`src/rtl/rom_lane_viewer.sv`:
```
// rom_lane_viewer: drives a synchronous ROM address from switches or an auto-scan
// counter and shows a debounced, sticky-selected lane of the read word on LEDs.
// Ports: clk/resetn, sw (manual addr), btn (lane buttons), scan_en (mode),
//        mem_addr/mem_rdata (ROM side), leds, lane_sel, lane_vld, wrap (scan wrap pulse).
module rom_lane_viewer #(
  parameter int ADDR_W     = 8,
  parameter int DATA_W     = 32,
  parameter int LANE_W     = 8,
  parameter int DEB_CYCLES = 16,
  parameter int SCAN_DIV   = 1024,
  localparam int NLANES    = DATA_W / LANE_W,
  localparam int LSEL_W    = (NLANES > 1) ? $clog2(NLANES) : 1
) (
  input  logic              clk,
  input  logic              resetn,
  input  logic [ADDR_W-1:0] sw,
  input  logic [NLANES-1:0] btn,
  input  logic              scan_en,
  output logic [ADDR_W-1:0] mem_addr,
  input  logic [DATA_W-1:0] mem_rdata,
  output logic [LANE_W-1:0] leds,
  output logic [LSEL_W-1:0] lane_sel,
  output logic              lane_vld,
  output logic              wrap
);

  localparam int CNT_W = $clog2(DEB_CYCLES);
  localparam int DIV_W = $clog2(SCAN_DIV);

  logic [ADDR_W-1:0] sw_s1, sw_s2;
  logic [NLANES-1:0] btn_s1, btn_s2;
  logic              scan_s1, scan_s2;

  logic [NLANES-1:0] btn_stb;
  logic [NLANES-1:0] btn_stb_q;
  logic [CNT_W-1:0]  deb_cnt [NLANES];

  logic [DIV_W-1:0]  div;
  logic [DATA_W-1:0] word_q;

  logic [NLANES-1:0] press;
  logic [LSEL_W-1:0] press_idx;
  logic              press_ok;
  logic [LANE_W-1:0] lane_word;

  always_ff @(posedge clk or negedge resetn) begin
    if (!resetn) begin
      sw_s1   <= '0;
      sw_s2   <= '0;
      btn_s1  <= '0;
      btn_s2  <= '0;
      scan_s1 <= 1'b0;
      scan_s2 <= 1'b0;
    end else begin
      sw_s1   <= sw;
      sw_s2   <= sw_s1;
      btn_s1  <= btn;
      btn_s2  <= btn_s1;
      scan_s1 <= scan_en;
      scan_s2 <= scan_s1;
    end
  end

  // Counter tracks consecutive samples that differ from the stable level;
  // any sample agreeing with the stable level restarts the count.
  always_ff @(posedge clk or negedge resetn) begin
    if (!resetn) begin
      btn_stb   <= '0;
      btn_stb_q <= '0;
      for (int i = 0; i < NLANES; i++) deb_cnt[i] <= '0;
    end else begin
      btn_stb_q <= btn_stb;
      for (int i = 0; i < NLANES; i++) begin
        if (btn_s2[i] == btn_stb[i]) begin
          deb_cnt[i] <= '0;
        end else if (deb_cnt[i] == CNT_W'(DEB_CYCLES - 1)) begin
          deb_cnt[i] <= '0;
          btn_stb[i] <= btn_s2[i];
        end else begin
          deb_cnt[i] <= deb_cnt[i] + CNT_W'(1);
        end
      end
    end
  end

  always_comb begin
    press     = btn_stb & ~btn_stb_q;
    press_idx = '0;
    for (int i = 0; i < NLANES; i++) begin
      if (press[i]) press_idx = LSEL_W'(i);
    end
  end

  // Accept only a lone press with no other button currently held.
  assign press_ok = (press != '0)
                 && ((press & (press - NLANES'(1))) == '0)
                 && ((btn_stb & ~press) == '0);

  always_ff @(posedge clk or negedge resetn) begin
    if (!resetn) begin
      lane_sel <= '0;
      lane_vld <= 1'b0;
    end else if (press_ok) begin
      lane_sel <= press_idx;
      lane_vld <= 1'b1;
    end
  end

  always_ff @(posedge clk or negedge resetn) begin
    if (!resetn) begin
      mem_addr <= '0;
      div      <= '0;
      wrap     <= 1'b0;
    end else if (!scan_s2) begin
      mem_addr <= sw_s2;
      div      <= '0;
      wrap     <= 1'b0;
    end else if (div == DIV_W'(SCAN_DIV - 1)) begin
      div      <= '0;
      mem_addr <= mem_addr + ADDR_W'(1);
      wrap     <= &mem_addr;
    end else begin
      div      <= div + DIV_W'(1);
      wrap     <= 1'b0;
    end
  end

  always_comb begin
    lane_word = '0;
    for (int i = 0; i < NLANES; i++) begin
      if (lane_sel == LSEL_W'(i)) lane_word = word_q[i*LANE_W +: LANE_W];
    end
  end

  always_ff @(posedge clk or negedge resetn) begin
    if (!resetn) begin
      word_q <= '0;
      leds   <= '0;
    end else begin
      word_q <= mem_rdata;
      leds   <= lane_vld ? lane_word : '0;
    end
  end

endmodule

```
`config.mk`:
```
export PLATFORM = sky130hd
export DESIGN_NAME = rom_lane_viewer
export DESIGN_NICKNAME = d
export VERILOG_FILES = /design/src/rtl/rom_lane_viewer.sv
export SDC_FILE = /design/constraint.sdc
export NUM_CORES = 1
export LEC_CHECK = 0
export CAP_MARGIN = 30
export CORE_AREA = 5 5 96 98
export DETAILED_ROUTE_END_ITERATION = 8
export DIE_AREA = 0 0 101 103
export PLACE_DENSITY_LB_ADDON = 0.08
export SYNTH_ARGS = -nofsm -noshare
export SYNTH_HDL_FRONTEND = slang
export SYNTH_SLANG_ARGS = --single-unit
```
`constraint.sdc`:
```
create_clock -name clk -period 2.05 [get_ports clk]
set_input_delay 0.3075 -clock clk [delete_from_list [all_inputs] [get_ports clk]]
set_output_delay 0.3075 -clock clk [all_outputs]
set_load 0.005 [all_outputs]
```
==> results of run 1 <==
-- through the flow --
step                utilization (%)  worst slack [ns]  hold slack (ns)  cells
floorplan                         -            0.5409          0.01191    284
finish                        60.50            0.2480           0.3540    474
detailed placement            57.78            0.3144           0.2164    458
CTS                           60.50            0.1728           0.3491    474
global placement              57.78            0.3762           0.2146    458
global route                  60.50            0.1343           0.3386    474
-- state kept, by name, summed over array words and instances (netlist names) --
name	flops
btn_s1	4
btn_s2	4
btn_stb	4
btn_stb_q	4
deb_cnt	16
div	10
lane_sel	2
lane_vld	1
leds	8
mem_addr	8
scan_s1	1
scan_s2	1
sw_s1	8
sw_s2	8
word_q	32
wrap	1
-- area by class of cell --
type,count,area [µm²],area share [%]
Clock buffer,11,141.4,2.789
Clock inverter,4,76.32,1.505
Inverter,12,45.04,0.8885
Multi-Input combinational cell,155,1151,22.70
Sequential cell,112,2803,55.28
Tap cell,108,135.1,2.665
Timing Repair Buffer,72,718.2,14.17
-- power groups by stage --
stage	logic (mW)	registers, mW	clock network, mW
after global placement	0.300	2.42	0
final	0.299	2.38	1.41
after floorplan	0.104	2.41	0
after detailed placement	0.304	2.43	0
after global routing	0.336	2.40	1.54
after CTS	0.309	2.38	1.47
-- worst max path at each step --
stage	from	end	slack, ns	depth (start not counted)
finish	lane_sel[0]$_DFFE_PN0P_	lane_sel[0]	0.25	1
detailed placement	div[0]$_DFF_PN0_	div[7]$_DFF_PN0_	0.31	5
global route	lane_sel[0]$_DFFE_PN0P_	lane_sel[0]	0.13	1
floorplan	btn_stb_q[3]$_DFF_PN0_	lane_sel[0]$_DFFE_PN0P_	0.54	4
global placement	div[0]$_DFF_PN0_	div[5]$_DFF_PN0_	0.38	5
CTS	lane_sel[0]$_DFFE_PN0P_	lane_sel[0]	0.17	1
-- cell usage in the layout, fill, tap and decap left out, types with 4 or more instances in the layout --
cell and count:
nand2_1 6, inv_1 12, dfrtp_1 112, o21ai_0 5, nor4_1 6, nand4b_1 4
ha_1 6, and2_1 10, nor3b_1 6, buf_4 5, mux2_2 6, xnor2_1 17
nor2_1 24, clkbuf_8 10, clkdlybuf4s50_1 65, nor2b_1 4, a21oi_1 15, mux4_2 8
nand3_1 13
-- kinds of logic (layout without fill, tap and decap cells) --
family,count (synthesis),in the layout
DFF,112,112
and+or+nand+nor,88,88
AOI/OAI and AO/OA,26,26
xor gates and xnor gates,20,20
buffers and inverters,17,99
muxes,15,15
adders and majority gates,6,6
-- repair_timing --
action                                 4_1_cts  5_1_grt
buffers inserted                             0        0
setup endpoints to repair                    0        0
endpoints found under the hold margin       19        0
hold buffers                                 1        0
-- metal layers --
layer / wire, µm / vias up / global-route usage [%]
met2: 3664 / 33 / 23.85
met1: 2833 / 1157 / 17.64
met5: 0 / - / 0
met3: 275 / 7 / 4.736
li1: - / 1123 / -
met4: 85 / 0 / 5.215
==> results.toml, run 1 <==
[run_status]
status = "finished clean"

[clocking]
cts_num_sinks = 112
cts_buffers = 9
cts_buffer_depth = 2
path_clk_slew_ns = 0.09
h-tree-depth = 3
cts_root_buf = "clkbuf_8"
clk_latency_ns = 0.36
cts_tree = "done"
cts.repair.resized = 0

[drt]
num_vias = 2320
drc = 0
dr.pass1.iters = 4
routed_wl_um = 6858
wl_per_cell_um = 14.47
ant_nets = 0
viasPerCell = 4.895
initialDrtViolationCount = 71

[synth]
synth-xor-area-share_pct = 4.357
synthesis.nets = 337
synth_top_family_by_area = "simple AND/OR/NAND/NOR gates"
synth_top_area_cell = "dfrtp_1"
synthSimpleGateAreaFrac_pct = 12.39
syn_area_um2 = 4020
synth_top_area_share_pct = 69.72
synth_fa_ha_area_share_pct = 1.867
synth_compound_area_share_pct = 3.610
async_flop_share_pct = 100.0
synth_area_leaders = "dfrtp_1 70%, mux4_2 4.5%, xnor2_1 3.7%"
ys.flop_type = "dfrtp_1"
synth_commonest_cells = "112 x dfrtp_1, 24 x nor2_1, 17 x xnor2_1"
yosysMostFrequentCell = "dfrtp_1"
synthMuxAreaShare_pct = 6.411
synth-seq-cells = 112
ys_types = 34
synth_edf_count = 0
ys_warn_count = 0
seq_area_frac_synth_pct = 69.72
synth.avg_cell_area_um2 = 14.16
syn_inst = 284

[die]
start_util_pct = 47.97
fp-row-count = 34
die_area_um2 = 10400
coreArea_um2 = 8381
dieHeight_um = 103
pin_count = 67
die_w_um = 101

[hold_path]
worstHoldStart = "sw_s1[6]$_DFF_PN0_"
whs_endpoint = "sw_s2[6]$_DFF_PN0_"
hold_path_depth = 0
hold_path_class = "reg2reg"

[setup_path]
crit_family = "buffers and inverters"
cp.required_ns = 1.74
critPathMaxStageDelay_ns = 0.60
path_cells = "clkdlybuf4s50_1"
reg2reg_to = "div[5]$_DFF_PN0_"
endpoint_kind = "primary output"
regToRegSetupSlack_ns = 0.34
path_class = "reg2out"
ff2ff_path_depth = 5
cp_slowest_cell = "clkdlybuf4s50_1"
start_kind = "register"
arrival_ns = 1.49
worst-path-buf-inv = 1
reg2reg_from = "div[0]$_DFF_PN0_"
path_max_fanout = 6

[timing]
worst_slew_pin_slew_ns = 0.6613
finClkSkew_ns = 0.01151
finalSetupViolCount = 0
hold_viol = 0
period_minus_slack_ns = 1.802
fmax_mhz = 554.9
finalMaxSlewViolations = 0
rsz0062_at_grt = "no"
fin_crit_sh_pct = 87.90
finalSetupTns_ns = 0
slew-limit-headroom_pct = 55.91

[final_layout]
area_growth_pct = 26.11
drive_above_1_share_pct = 10.38
nets = 415
fillerInstances = 660
finalInstanceArea_um2 = 5070
antenna_cells = 0

[placement]
gp_congestion = 0.7361
portBuffers = 66
post_dp_cell_area_um2 = 4842
post-dp-hpwl_um = 4823

[power]
p_sw_share_pct = 21.37
power.leakage_nw = 2.176
pwr-share-comb_pct = 7.3
finalPower_mw = 4.091
power.share.clock_pct = 34.5
power_density_nw_per_um2 = 806.9
p_seq_share_pct = 58.2
p_sw_uw = 874.1
max-vdd-ir-drop_v = 0.0004443
p_int_mw = 3.217

[global_routing]
grt_max_degree = 57
grt_antenna_before_repair = 0
grt_pass1_wl_um = 11390
grtUsageTotal_pct = 14.34
grt_overflow = 0
grt_pass1_vias = 2382

[job]
max-cap-violations = 0
Note: power is estimated with default switching activity, not from simulation.
==> inputs of run 2 (changes only) <==
PLACE_DENSITY = 0.86   (was not set)
PLACE_DENSITY_LB_ADDON = not set   (was 0.08)
==> run 2 against run 1 <==
Net effect:
- combinational power increased by 4%
- first-iteration DRC count up 15%
- global-route usage is 0.37 points higher
- utilization shrank 0.51 points
- sequential power about the same
- sequential share of layout area rose by 0.49 points
- critical path depth stayed put
- die area did not move
- via count is 2.5% higher
- final cell count fell by 0.21%
- clock skew grew 0.0019 ns
- clock-buffer cell count is 1 lower
- largest cell class unchanged
- highest routed layer unchanged
==> results.toml, run 2 (synthesis results as in run 1) <==
[setup_path]
path_class = "reg2out"
reg2reg_to = "lane_sel[1]$_DFFE_PN0P_"
path_cells = "clkdlybuf4s50_1"
critPathMaxStageDelay_ns = 0.58
path_max_fanout = 10
endpoint_kind = "primary output"
cp.required_ns = 1.74
regToRegSetupSlack_ns = 0.35
ff2ff_path_depth = 4
arrival_ns = 1.51
reg2reg_from = "btn_stb[3]$_DFFE_PN0P_"
cp_slowest_cell = "dfrtp_2"
worst-path-buf-inv = 1
crit_family = "flip-flops"
start_kind = "register"

[clocking]
path_clk_slew_ns = 0.10
cts_buffers = 9
postCtsSetupBuffers = 0
cts_root_buf = "clkbuf_8"
clk_latency_ns = 0.36
cts_buffer_depth = 2
h-tree-depth = 3
cts_tree = "done"
cts_num_sinks = 112

[final_layout]
area_growth_pct = 25.05
reg.largest.list = "word_q: 32 flops, deb_cnt: 16 flops, div: 10 flops"
ff_latch_area_um2 = 2804
nets = 414
largest_register_ffs = 32
fillerInstances = 640
multiInputGateArea_um2 = 1151
layout_commonest_cell = "dfrtp_1"
drive_above_1_share_pct = 10.41
antenna_cells = 0
finalInstanceArea_um2 = 5027
final_cell_mix = "111 x dfrtp_1, 65 x clkdlybuf4s50_1, 24 x nor2_1"
regMostFlops = "word_q"

[power]
finalPower_mw = 3.844
power_density_nw_per_um2 = 764.6
power.leakage_nw = 2.148
max-vdd-ir-drop_v = 0.0003211

[timing]
fin_crit_sh_pct = 88.86
hold_viol = 0
finalSetupTns_ns = 0
rsz0062_at_grt = "no"
finalSetupViolCount = 0
worst_slew_pin_slew_ns = 0.6088
finalMaxSlewViolations = 0
finClkSkew_ns = 0.01345
slew-limit-headroom_pct = 59.41
fmax_mhz = 548.9
setup_slack_ns = 0.2283
period_minus_slack_ns = 1.822

[drt]
viasPerCell = 5.025
wl_per_cell_um = 15.03
drc = 0
ant_nets = 0
dr.pass1.iters = 4
initialDrtViolationCount = 82
routed_wl_um = 7108
num_vias = 2377

[die]
dieHeight_um = 103
die_w_um = 101
coreArea_um2 = 8381
die_area_um2 = 10400
pin_count = 67
fp-row-count = 34
start_util_pct = 47.97

[global_routing]
grt_max_degree = 44
grt_pass1_vias = 2549
grt_overflow = 0
grt_pass1_wl_um = 11830
grtUsageTotal_pct = 14.71
grt_antenna_before_repair = 0

[hold_path]
whs_endpoint = "sw_s2[1]$_DFF_PN0_"
worstHoldStart = "sw_s1[1]$_DFF_PN0_"
hold_path_class = "reg2reg"
hold_path_depth = 0

[job]
max-cap-violations = 0

[placement]
gp_congestion = 0.7274
post_dp_cell_area_um2 = 4847
portBuffers = 66
place_ws_ns = 0.3461
post-dp-hpwl_um = 5095

[run_status]
status = "finished clean"
==> run 2: timing repair <==
action,in CTS,in global routing
endpoints found under the hold margin,33,0
resized for setup,1,0
hold buffers,1,0
setup endpoints to repair,1,0
==> run 2: metrics by stage <==
step	hold WS, ns	std cells	utilization [%]
6_report	0.3453	473	59.99
5_1_grt	0.3499	473	59.99
4_1_cts	0.3466	473	59.99
3_5_place_dp	0.2980	457	57.84
3_3_place_gp	0.2927	457	57.84
2_1_floorplan	0.01191	284	-
==> run 2: layer usage <==
layer	up-vias	GRT usage (%)	wire length (µm)
li1	1122	-	-
met1	1193	18.82	3037
met2	56	24.81	3679
met3	6	3.789	342
met4	0	4.601	48
met5	-	0	0
==> run 2: worst max-delay path by stage <==
stage	startpoint	end	slack (ns)	cells after the start
final	lane_sel[0]$_DFFE_PN0P_	lane_sel[0]	0.23	1
after CTS	lane_sel[0]$_DFFE_PN0P_	lane_sel[0]	0.17	1
after global placement	lane_sel[0]$_DFFE_PN0P_	lane_sel[0]	0.35	1
after global routing	lane_sel[0]$_DFFE_PN0P_	lane_sel[0]	0.12	1
after detailed placement	lane_sel[0]$_DFFE_PN0P_	lane_sel[0]	0.35	1
after floorplan	btn_stb_q[3]$_DFF_PN0_	lane_sel[0]$_DFFE_PN0P_	0.54	4
==> run 2: power by group <==
| part | switching (mW) | internal (mW) |
|---|---|---|
| Combinational | 0.122 | 0.189 |
| Clock | 0.705 | 0.447 |
| Sequential | 0.0685 | 2.31 |
==> run 2: area by class of cell <==
cell class                      count  share of cell area, %
Timing Repair Buffer               71                  14.39
Clock buffer                       10                  2.539
Clock inverter                      5                 0.8213
Sequential cell                   112                  55.77
Tap cell                          108                  2.688
Multi-Input combinational cell    155                  22.90
Inverter                           12                 0.8960
